**src/rtl/bram_thres_cfg_ctrl.sv**
```systemverilog
// -----------------------------------------------------------------------------
// bram_thres_cfg_ctrl
//
// Host-side configuration sequencer for the per-channel parameter BRAM
// (threshold, channel hash, offset, group number, reference channel banks).
// Accepts write / read / bank-fill commands on a valid/ready command channel,
// drives the BRAM host port, hides the BRAM's 1-cycle registered read and
// returns exactly one response per command on a valid/ready response channel.
//
// Ports:
//   clk, rst_n            clock, asynchronous active-low reset
//   cmd_valid/cmd_ready   command handshake (ready only while idle)
//   cmd_op                00 write, 01 read, 10 fill bank, 11 reserved
//   cmd_addr, cmd_data    word address (any word of the bank for fill), data
//   rsp_valid/rsp_ready   response handshake
//   rsp_data, rsp_err     read data / 0 for write / DEPTH for fill; error flag
//   busy                  controller not idle
//   err_cnt               saturating count of rejected commands
//   mem_addr/din/we/re    BRAM host port (all registered)
//   mem_dout              BRAM read data, valid the cycle after mem_re
// -----------------------------------------------------------------------------
module bram_thres_cfg_ctrl #(
  parameter int BITWIDTH = 32,
  parameter int DEPTH    = 256,
  parameter int BANK_NUM = 5,
  parameter int ADDR_W   = 16
) (
  input  logic                clk,
  input  logic                rst_n,
  input  logic                cmd_valid,
  output logic                cmd_ready,
  input  logic [1:0]          cmd_op,
  input  logic [ADDR_W-1:0]   cmd_addr,
  input  logic [BITWIDTH-1:0] cmd_data,
  output logic                rsp_valid,
  input  logic                rsp_ready,
  output logic [BITWIDTH-1:0] rsp_data,
  output logic                rsp_err,
  output logic                busy,
  output logic [15:0]         err_cnt,
  output logic [ADDR_W-1:0]   mem_addr,
  output logic [BITWIDTH-1:0] mem_din,
  output logic                mem_we,
  output logic                mem_re,
  input  logic [BITWIDTH-1:0] mem_dout
);

  localparam int IDX_W = $clog2(DEPTH) + 1;
  // One bit wider than the address so the limit itself is representable.
  localparam logic [ADDR_W:0] ADDR_LIMIT = (ADDR_W+1)'(BANK_NUM * DEPTH);

  localparam logic [1:0] OP_WRITE = 2'b00;
  localparam logic [1:0] OP_READ  = 2'b01;
  localparam logic [1:0] OP_RSVD  = 2'b11;

  typedef enum logic [2:0] {
    S_IDLE,
    S_WR,
    S_RD,
    S_RD_WAIT,
    S_FILL,
    S_RSP
  } state_e;

  state_e              state_q, state_d;
  logic                cmd_ready_q, cmd_ready_d;
  logic                rsp_valid_q, rsp_valid_d;
  logic [BITWIDTH-1:0] rsp_data_q, rsp_data_d;
  logic                rsp_err_q, rsp_err_d;
  logic [15:0]         err_cnt_q, err_cnt_d;
  logic [ADDR_W-1:0]   mem_addr_q, mem_addr_d;
  logic [BITWIDTH-1:0] mem_din_q, mem_din_d;
  logic                mem_we_q, mem_we_d;
  logic                mem_re_q, mem_re_d;
  logic [IDX_W-1:0]    fill_idx_q, fill_idx_d;

  logic                accept;
  logic                cmd_bad;
  logic [ADDR_W-1:0]   bank_base;

  always_comb begin
    // NOTE: every signal written here gets a default first, so no path can
    // leave one unassigned and infer a latch.
    state_d     = state_q;
    cmd_ready_d = cmd_ready_q;
    rsp_valid_d = rsp_valid_q;
    rsp_data_d  = rsp_data_q;
    rsp_err_d   = rsp_err_q;
    err_cnt_d   = err_cnt_q;
    fill_idx_d  = fill_idx_q;
    // BRAM strobes are single-cycle by default; address/data return to 0 so
    // the port is quiet whenever no access is in flight.
    mem_we_d    = 1'b0;
    mem_re_d    = 1'b0;
    mem_addr_d  = '0;
    mem_din_d   = '0;

    accept    = cmd_valid & cmd_ready_q;
    cmd_bad   = (cmd_op == OP_RSVD) || ({1'b0, cmd_addr} >= ADDR_LIMIT);
    bank_base = (cmd_addr / ADDR_W'(DEPTH)) * ADDR_W'(DEPTH);

    unique case (state_q)
      S_IDLE: begin
        if (accept) begin
          cmd_ready_d = 1'b0;
          if (cmd_bad) begin
            // Rejected commands never touch the BRAM.
            state_d     = S_RSP;
            rsp_valid_d = 1'b1;
            rsp_err_d   = 1'b1;
            rsp_data_d  = '0;
            if (err_cnt_q != 16'hFFFF) err_cnt_d = err_cnt_q + 16'd1;
          end else begin
            unique case (cmd_op)
              OP_WRITE: begin
                state_d    = S_WR;
                mem_we_d   = 1'b1;
                mem_addr_d = cmd_addr;
                mem_din_d  = cmd_data;
              end
              OP_READ: begin
                state_d    = S_RD;
                mem_re_d   = 1'b1;
                mem_addr_d = cmd_addr;
              end
              default: begin
                // Fill: first write lands on word 0 of the addressed bank.
                state_d    = S_FILL;
                mem_we_d   = 1'b1;
                mem_addr_d = bank_base;
                mem_din_d  = cmd_data;
                fill_idx_d = '0;
              end
            endcase
          end
        end
      end

      S_WR: begin
        state_d     = S_RSP;
        rsp_valid_d = 1'b1;
        rsp_err_d   = 1'b0;
        rsp_data_d  = '0;
      end

      S_RD: begin
        // BRAM registers the read at the end of this cycle.
        state_d = S_RD_WAIT;
      end

      S_RD_WAIT: begin
        state_d     = S_RSP;
        rsp_valid_d = 1'b1;
        rsp_err_d   = 1'b0;
        rsp_data_d  = mem_dout;
      end

      S_FILL: begin
        if (fill_idx_q == IDX_W'(DEPTH - 1)) begin
          state_d     = S_RSP;
          rsp_valid_d = 1'b1;
          rsp_err_d   = 1'b0;
          rsp_data_d  = BITWIDTH'(DEPTH);
        end else begin
          fill_idx_d = fill_idx_q + IDX_W'(1);
          mem_we_d   = 1'b1;
          mem_addr_d = mem_addr_q + ADDR_W'(1);
          mem_din_d  = mem_din_q;
        end
      end

      S_RSP: begin
        if (rsp_ready) begin
          state_d     = S_IDLE;
          cmd_ready_d = 1'b1;
          rsp_valid_d = 1'b0;
          rsp_err_d   = 1'b0;
          rsp_data_d  = '0;
        end
      end

      default: begin
        state_d     = S_IDLE;
        cmd_ready_d = 1'b1;
        rsp_valid_d = 1'b0;
        rsp_err_d   = 1'b0;
        rsp_data_d  = '0;
      end
    endcase
  end

  // NOTE: state is updated only with non-blocking assignments so every flop
  // samples the pre-edge value of every other flop.
  always_ff @(posedge clk or negedge rst_n) begin
    if (!rst_n) begin
      state_q     <= S_IDLE;
      cmd_ready_q <= 1'b1;
      rsp_valid_q <= 1'b0;
      rsp_data_q  <= '0;
      rsp_err_q   <= 1'b0;
      err_cnt_q   <= '0;
      mem_addr_q  <= '0;
      mem_din_q   <= '0;
      mem_we_q    <= 1'b0;
      mem_re_q    <= 1'b0;
      fill_idx_q  <= '0;
    end else begin
      state_q     <= state_d;
      cmd_ready_q <= cmd_ready_d;
      rsp_valid_q <= rsp_valid_d;
      rsp_data_q  <= rsp_data_d;
      rsp_err_q   <= rsp_err_d;
      err_cnt_q   <= err_cnt_d;
      mem_addr_q  <= mem_addr_d;
      mem_din_q   <= mem_din_d;
      mem_we_q    <= mem_we_d;
      mem_re_q    <= mem_re_d;
      fill_idx_q  <= fill_idx_d;
    end
  end

  assign cmd_ready = cmd_ready_q;
  assign rsp_valid = rsp_valid_q;
  assign rsp_data  = rsp_data_q;
  assign rsp_err   = rsp_err_q;
  assign busy      = (state_q != S_IDLE);
  assign err_cnt   = err_cnt_q;
  assign mem_addr  = mem_addr_q;
  assign mem_din   = mem_din_q;
  assign mem_we    = mem_we_q;
  assign mem_re    = mem_re_q;

endmodule

```
**config.mk**
```make
export PLATFORM = sky130hd
export DESIGN_NAME = bram_thres_cfg_ctrl
export DESIGN_NICKNAME = d
export VERILOG_FILES = /design/src/rtl/bram_thres_cfg_ctrl.sv
export SDC_FILE = /design/constraint.sdc
export NUM_CORES = 1
export LEC_CHECK = 0
export BUFFER_PORTS_ARGS = -buffer_cell sky130_fd_sc_hd__buf_2
export CAP_MARGIN = 0
export CORE_MARGIN = 3
export CORE_UTILIZATION = 30
export CTS_BUF_LIST = sky130_fd_sc_hd__clkbuf_4
export CTS_CLUSTER_SIZE = 16
export DETAILED_ROUTE_END_ITERATION = 16
export MAX_ROUTING_LAYER = met4
export PLACE_DENSITY = 0.6
export SLEW_MARGIN = 20
export SYNTH_ARGS = -nofsm -noshare
export SYNTH_HDL_FRONTEND = slang
export SYNTH_SLANG_ARGS = --single-unit
```
**constraint.sdc**
```tcl
create_clock -name clk -period 3.4 [get_ports clk]
set_input_delay 0.17 -clock clk [delete_from_list [all_inputs] [get_ports clk]]
set_output_delay 0.17 -clock clk [all_outputs]
set_load 0.05 [all_outputs]
```
Yosys cells after proc, flatten, opt, wreduce, memory -nomap -nowiden
Cells that the tools add are included.
{ "word_totals": {"regBits": 113, "in_bits": 86, "output_inout_bits": 102, "elab_cells": 92} }
{ "op_classes": {"n_addsub": 3, "magnitude_cmp": 1, "eq_ne": 16, "n_mux": 45, "n_bitwise": 3, "reduce_logical": 13} }
{ "op_table": {"columns": ["operator", "n"], "rows": [
  ["two-way mux 32 bit", 8],
  ["one-hot mux 32 bit (5 select lines)", 1],
  ["one-hot mux 32 bit (2 select lines)", 1],
  ["two-way mux 16 bit", 3],
  ["two-way mux 9 bit", 4],
  ["adder 16 x 1 -> 16 bit, second input constant", 2],
  ["one-hot mux 16 bit (2 select lines)", 1],
  ["one-hot mux 9 bit (2 select lines)", 1],
  [">= comparator 16 x 11 -> 1 bit, second input constant", 1],
  ["!= test 16 bit, second input constant", 1],
  ["two-way mux 1 bit", 15],
  ["one-hot mux 3 bit (5 select lines)", 1],
  ["!= test 2 bit, second input constant", 7],
  ["two-way mux 3 bit", 4],
  ["AND reduction 5 bit", 2],
  ["adder 9 x 1 -> 9 bit, second input constant", 1],
  ["equality test 9 x 8 -> 1 bit, second input constant", 1],
  ["two-way mux 8 bit", 1],
  ["equality test 3 x 2 -> 1 bit, second input constant", 2],
  ["equality test 3 bit, second input constant", 2],
  ["one-hot mux 3 bit (2 select lines)", 1],
  ["AND reduction 3 bit", 2],
  ["one-hot mux 1 bit (5 select lines)", 1],
  ["one-hot mux 1 bit (4 select lines)", 1],
  ["other kinds (15)", 17]
]} }

Longest topological paths before layout
{ "logic_depth": {"ltp_word": 6, "depth_mapped": 10, "mapped_depth_nobuf": 9} }

Worst setup path before layout
Ideal clock, no wire load.
{ "synth_timing": {"path_type": "reg-to-reg", "start": "register fill_idx_q[0]", "end": "register fill_idx_q[8]", "setup_time_ns": 0.142, "arrival_ns": 2.437, "t_required_ns": 3.258, "slack_ns": 0.821, "stages_incl_launch_ff": 9, "n_path_buf": 0, "synth_period_minus_slack_ns": 2.579, "cell_sequence": "dfrtp_1 ha_1 and3_1 and3_1 and3_1 ha_1 or4b_2 a21boi_0 o22ai_1"} }
{ "synth_via": {"elab_chain_len": 3, "word_cells_on_any_way": 6, "classes_between": "1 x add/sub; 2 x eq/ne; 2 x mux; 1 x reduce/logical"} }
{ "synth_lines": {"columns": ["element", "line_no", "rtl"], "rows": [
  ["start: declaration", "75", "logic [IDX_W-1:0] fill_idx_q, fill_idx_d;"],
  ["start signal: assignment", "218", "fill_idx_q <= fill_idx_d;"],
  ["adder 9 x 1 -> 9 bit / equality test 9 x 8 -> 1 bit (equally long branches)", "165, 159", null],
  ["two-way mux 9 bit / != test 2 bit (equally long branches)", null, null],
  ["one-hot mux 9 bit (2 select lines) / AND reduction 5 bit (equally long branches)", null, null]
]} }
Several ways; a longest one is shown, not always the timed one. The select of a mux whose other input is x is not followed.
A chain may end at the register's enable or synchronous reset.

Worst setup path after layout
Ends and elaborated chain as after synthesis.

==> impl_metrics.json <==
{
  "critPathRequiredTime_ps": 3770,
  "crit_path_frequent_cell": "sky130_fd_sc_hd__and3_1",
  "synthesis.area_per_instance_um2": 11.9,
  "final_common_cell": "sky130_fd_sc_hd__buf_2",
  "pwr-share-comb_pct": 31.3,
  "setup-violations-final": 0,
  "cp_cell_sequence": "ha_1 > and3_1 > and3_1 > and3_1 > ha_1 > or4b_2 > a21boi_0 > o22ai_1",
  "first_iter_violations": 221,
  "timing.setup.tns_ps": 0,
  "drc_errors": 0,
  "clock_skew_ps": 14.8,
  "number_of_antenna_violations_at_the_first_check_in_global_routing": 1,
  "cts_tree": "built",
  "dp_hpwl_um": 9570,
  "final_net_count": 771,
  "core_area_um2": 15900,
  "cts_inserted_buffers": 17,
  "critPathSlowestCell": "sky130_fd_sc_hd__or4b_2",
  "gp_congestion": 0.779,
  "cts.path.max_buffers": 2,
  "cp_arrival_ps": 3390,
  "critical_path_class": "register to register",
  "pwr_dens_nw_per_um2": 509,
  "share_of_layout_cells_above_drive_strength_1_pct": 35.8,
  "synthesis.yosys.warnings": 0,
  "post-synth-top-area-cell": "sky130_fd_sc_hd__dfrtp_1",
  "critPathTopFamily": "simple AND/OR/NAND/NOR gates",
  "groute.usage.overall_pct": 16.5,
  "grt_remaining_overflow": 0,
  "finish.utilization_pct": 44.6,
  "p_sw_share_pct": 39.2,
  "drt.antenna.violating_nets": 0,
  "cts.repair_timing.setup_buffer_count": 0,
  "power.internal_uw": 2200,
  "p_leak_uw": 0.00366,
  "synthesis.instances": 413,
  "layout_common_cells": "186 x sky130_fd_sc_hd__buf_2, 112 x sky130_fd_sc_hd__dfrtp_1, 78 x sky130_fd_sc_hd__dlygate4sd3_1, 73 x sky130_fd_sc_hd__a22o_1, 19 x sky130_fd_sc_hd__nor2_1",
  "drt-total-wl_um": 14200,
  "grt_first_pass_wirelength_um": 23200,
  "fp.dieArea_um2": 17900,
  "outcome": "finished, final reports clean",
  "critical_path.max_stage_delay_ps": 850,
  "syn_nets": 503,
  "route.vias.total": 4481,
  "grt_setup_unrepaired": "no",
  "irDropWorstVdd_mv": 0.400,
  "critPathBufInv": 0,
  "design.portCount": 188,
  "final_max_slew_viol_count": 0,
  "io_buffer_count": 187,
  "postSynthRegisterBits": 113,
  "max_clock_freq_mhz": 331,
  "timing_worst_slew_pin_value_ps": 713,
  "routed_via_density": 4.92,
  "max_cap_violations": 0,
  "hold_path_class": "primary input to register",
  "wire_per_inst_um": 15.7,
  "clk_tree_root_cell": "sky130_fd_sc_hd__clkbuf_4",
  "cp-start-kind": "register",
  "ys.flop_type": "sky130_fd_sc_hd__dfrtp_1",
  "cts_max_level": 4,
  "clock_sink_count": 113,
  "mappedNetlistArea_um2": 4910,
  "synth.yosys.seq_area_share_pct": 57.6,
  "yosysUniqueCellTypes": 50,
  "min_period_over_period_pct": 88.8,
  "number_of_hold_violations_in_the_final_report": 0,
  "die_w_um": 134,
  "first_pass_iteration_count_of_the_detailed_router": 5,
  "slew_headroom_pct": 52.5,
  "power.sequential.fraction_pct": 44.9,
  "clock_power_share_pct": 23.8,
  "synth.top_cell.area_share_pct": 57.0,
  "crit_path_end_kind": "register",
  "layout_min_cycle_time_ps": 3020,
  "post_cts_resized": 0,
  "grt_max_degree": 55,
  "die_height_um": 134,
  "crit_fanout": 12,
  "starting_utilization_of_the_core_area_pct": 30.8,
  "synth-edff-count": 0,
  "grt_pass1_vias": 4614,
  "power.switching_uw": 1420,
  "insertion_delay_ps": 510,
  "clkTransAtPathRegs_ps": 100,
  "areaGrowthSynthToFinish_pct": 44.9,
  "final.fill_count": 1501,
  "num_rows": 46,
  "synth.area.top_cells": "sky130_fd_sc_hd__dfrtp_1 57%, sky130_fd_sc_hd__a22o_1 13%, sky130_fd_sc_hd__xnor2_1 2.3%",
  "async_flop_share_pct": 100
}
layer usage:
metal  share of wire [%]  track usage (%)  vias up
li1                    -                -     2100
met1                  41             19.8     2180
met4                 2.0             5.94        0
met5                   0                -        -
met2                  50             26.2      177
met3                 7.3             5.55       24
sequential cells by signal, summed over array words and instances (netlist names):
name,count
state_q,3
mem_re,1
mem_din,32
rsp_err,1
rsp_data,32
cmd_ready,1
err_cnt,16
mem_addr,16
rsp_valid,1
mem_we,1
fill_idx_q,9
layout make-up:
type                    instances  area [µm²]  share of cell area [%]
multi-input cells             264        1960                    27.5
diodes                          1        2.50                  0.0352
clock inverters                13        97.6                    1.37
well taps                     216         270                    3.80
flip-flops and latches        113        2830                    39.7
inverters                      13        48.8                   0.686
clock buffers                  18         135                    1.90
repair buffers                272        1780                    24.9
worst reg2reg max path: cells and delay by family (launching register included):
| kind | cells | cell delay (ps) |
|---|---|---|
| AO/OA/AOI/OAI | 2 | 550 |
| AND/OR/NAND/NOR | 4 | 1430 |
| adder cells (fa/ha/maj) | 2 | 480 |
| flip-flops | 1 | 420 |
final timing paths:
| path | startpoint | end | slack (ps) | depth (start not counted) |
|---|---|---|---|---|
| max reg2reg | fill_idx_q[0]$_DFFE_PN0P_ | fill_idx_q[8]$_DFFE_PN0P_ | 380 | 8 |
| min in group asynchronous | rst_n | mem_addr[3]$_DFF_PN0_ | 240 | 2 |
| min | cmd_op[1] | mem_re$_DFF_PN0_ | 90 | 3 |
| max | fill_idx_q[0]$_DFFE_PN0P_ | fill_idx_q[8]$_DFFE_PN0P_ | 380 | 8 |
| max in group asynchronous | rst_n | cmd_ready$_DFFE_PN1P_ | 2250 | 3 |
| min reg2reg | cmd_ready$_DFFE_PN1P_ | cmd_ready$_DFFE_PN1P_ | 500 | 2 |
kinds of logic (layout without fill, tap and decap cells):
| logic type | after synthesis | count (layout) | share of synthesized area, % |
|---|---|---|---|
| muxes | 6 | 6 | 1.32 |
| and+or+nand+nor | 110 | 110 | 13.2 |
| adders and majority gates | 4 | 4 | 1.02 |
| DFF | 113 | 113 | 57.6 |
| other | 0 | 1 | 0 |
| xor gates and xnor gates | 26 | 26 | 4.63 |
| AOI/OAI and AO/OA | 118 | 118 | 19.3 |
| buffers and inverters | 36 | 316 | 3.03 |
cells in the mapped netlist, types with 4 or more instances:
| master | count |
|---|---|
| sky130_fd_sc_hd__and3_1 | 7 |
| sky130_fd_sc_hd__mux2_2 | 4 |
| sky130_fd_sc_hd__ha_1 | 4 |
| sky130_fd_sc_hd__o21ai_0 | 8 |
| sky130_fd_sc_hd__inv_1 | 12 |
| sky130_fd_sc_hd__nor4_1 | 9 |
| sky130_fd_sc_hd__nand4_1 | 10 |
| sky130_fd_sc_hd__a22o_1 | 73 |
| sky130_fd_sc_hd__nor3_1 | 9 |
| sky130_fd_sc_hd__nand2_1 | 17 |
| sky130_fd_sc_hd__dfrtp_1 | 112 |
| sky130_fd_sc_hd__xor2_1 | 13 |
| sky130_fd_sc_hd__buf_2 | 11 |
| sky130_fd_sc_hd__nor4b_1 | 4 |
| sky130_fd_sc_hd__a21oi_1 | 13 |
| sky130_fd_sc_hd__clkbuf_1 | 12 |
| sky130_fd_sc_hd__a41oi_1 | 4 |
| sky130_fd_sc_hd__nand3_1 | 13 |
| sky130_fd_sc_hd__xnor2_1 | 13 |
| sky130_fd_sc_hd__nor2_1 | 19 |
metrics by stage:
stage          cells  worst slack, ps  hold WS, ps  area, µm²  power (µW)
2_1_floorplan    413              821         -126       4910        2360
3_3_place_gp     799              496          259       6090        2670
3_5_place_dp     800              397          272       6100        2720
4_1_cts          909              366         16.1       7110        3690
5_1_grt          910              172         45.8       7120        3880
6_report         910              381         86.5       7120        3620
repair_timing:
| action | CTS | global route |
|---|---|---|
| endpoints found under the setup margin | 0 | 0 |
| hold endpoints to repair | 130 | 0 |
| hold buffers | 78 | 0 |
power by group through the flow:
stage,logic [µW],registers (µW),clock network (µW)
after floorplan,581,1780,0
after global placement,1030,1640,0
after detailed placement,1070,1650,0
after CTS,1150,1620,921
after global routing,1250,1650,974
final,1130,1620,863
(Power assumes the default switching activity.)
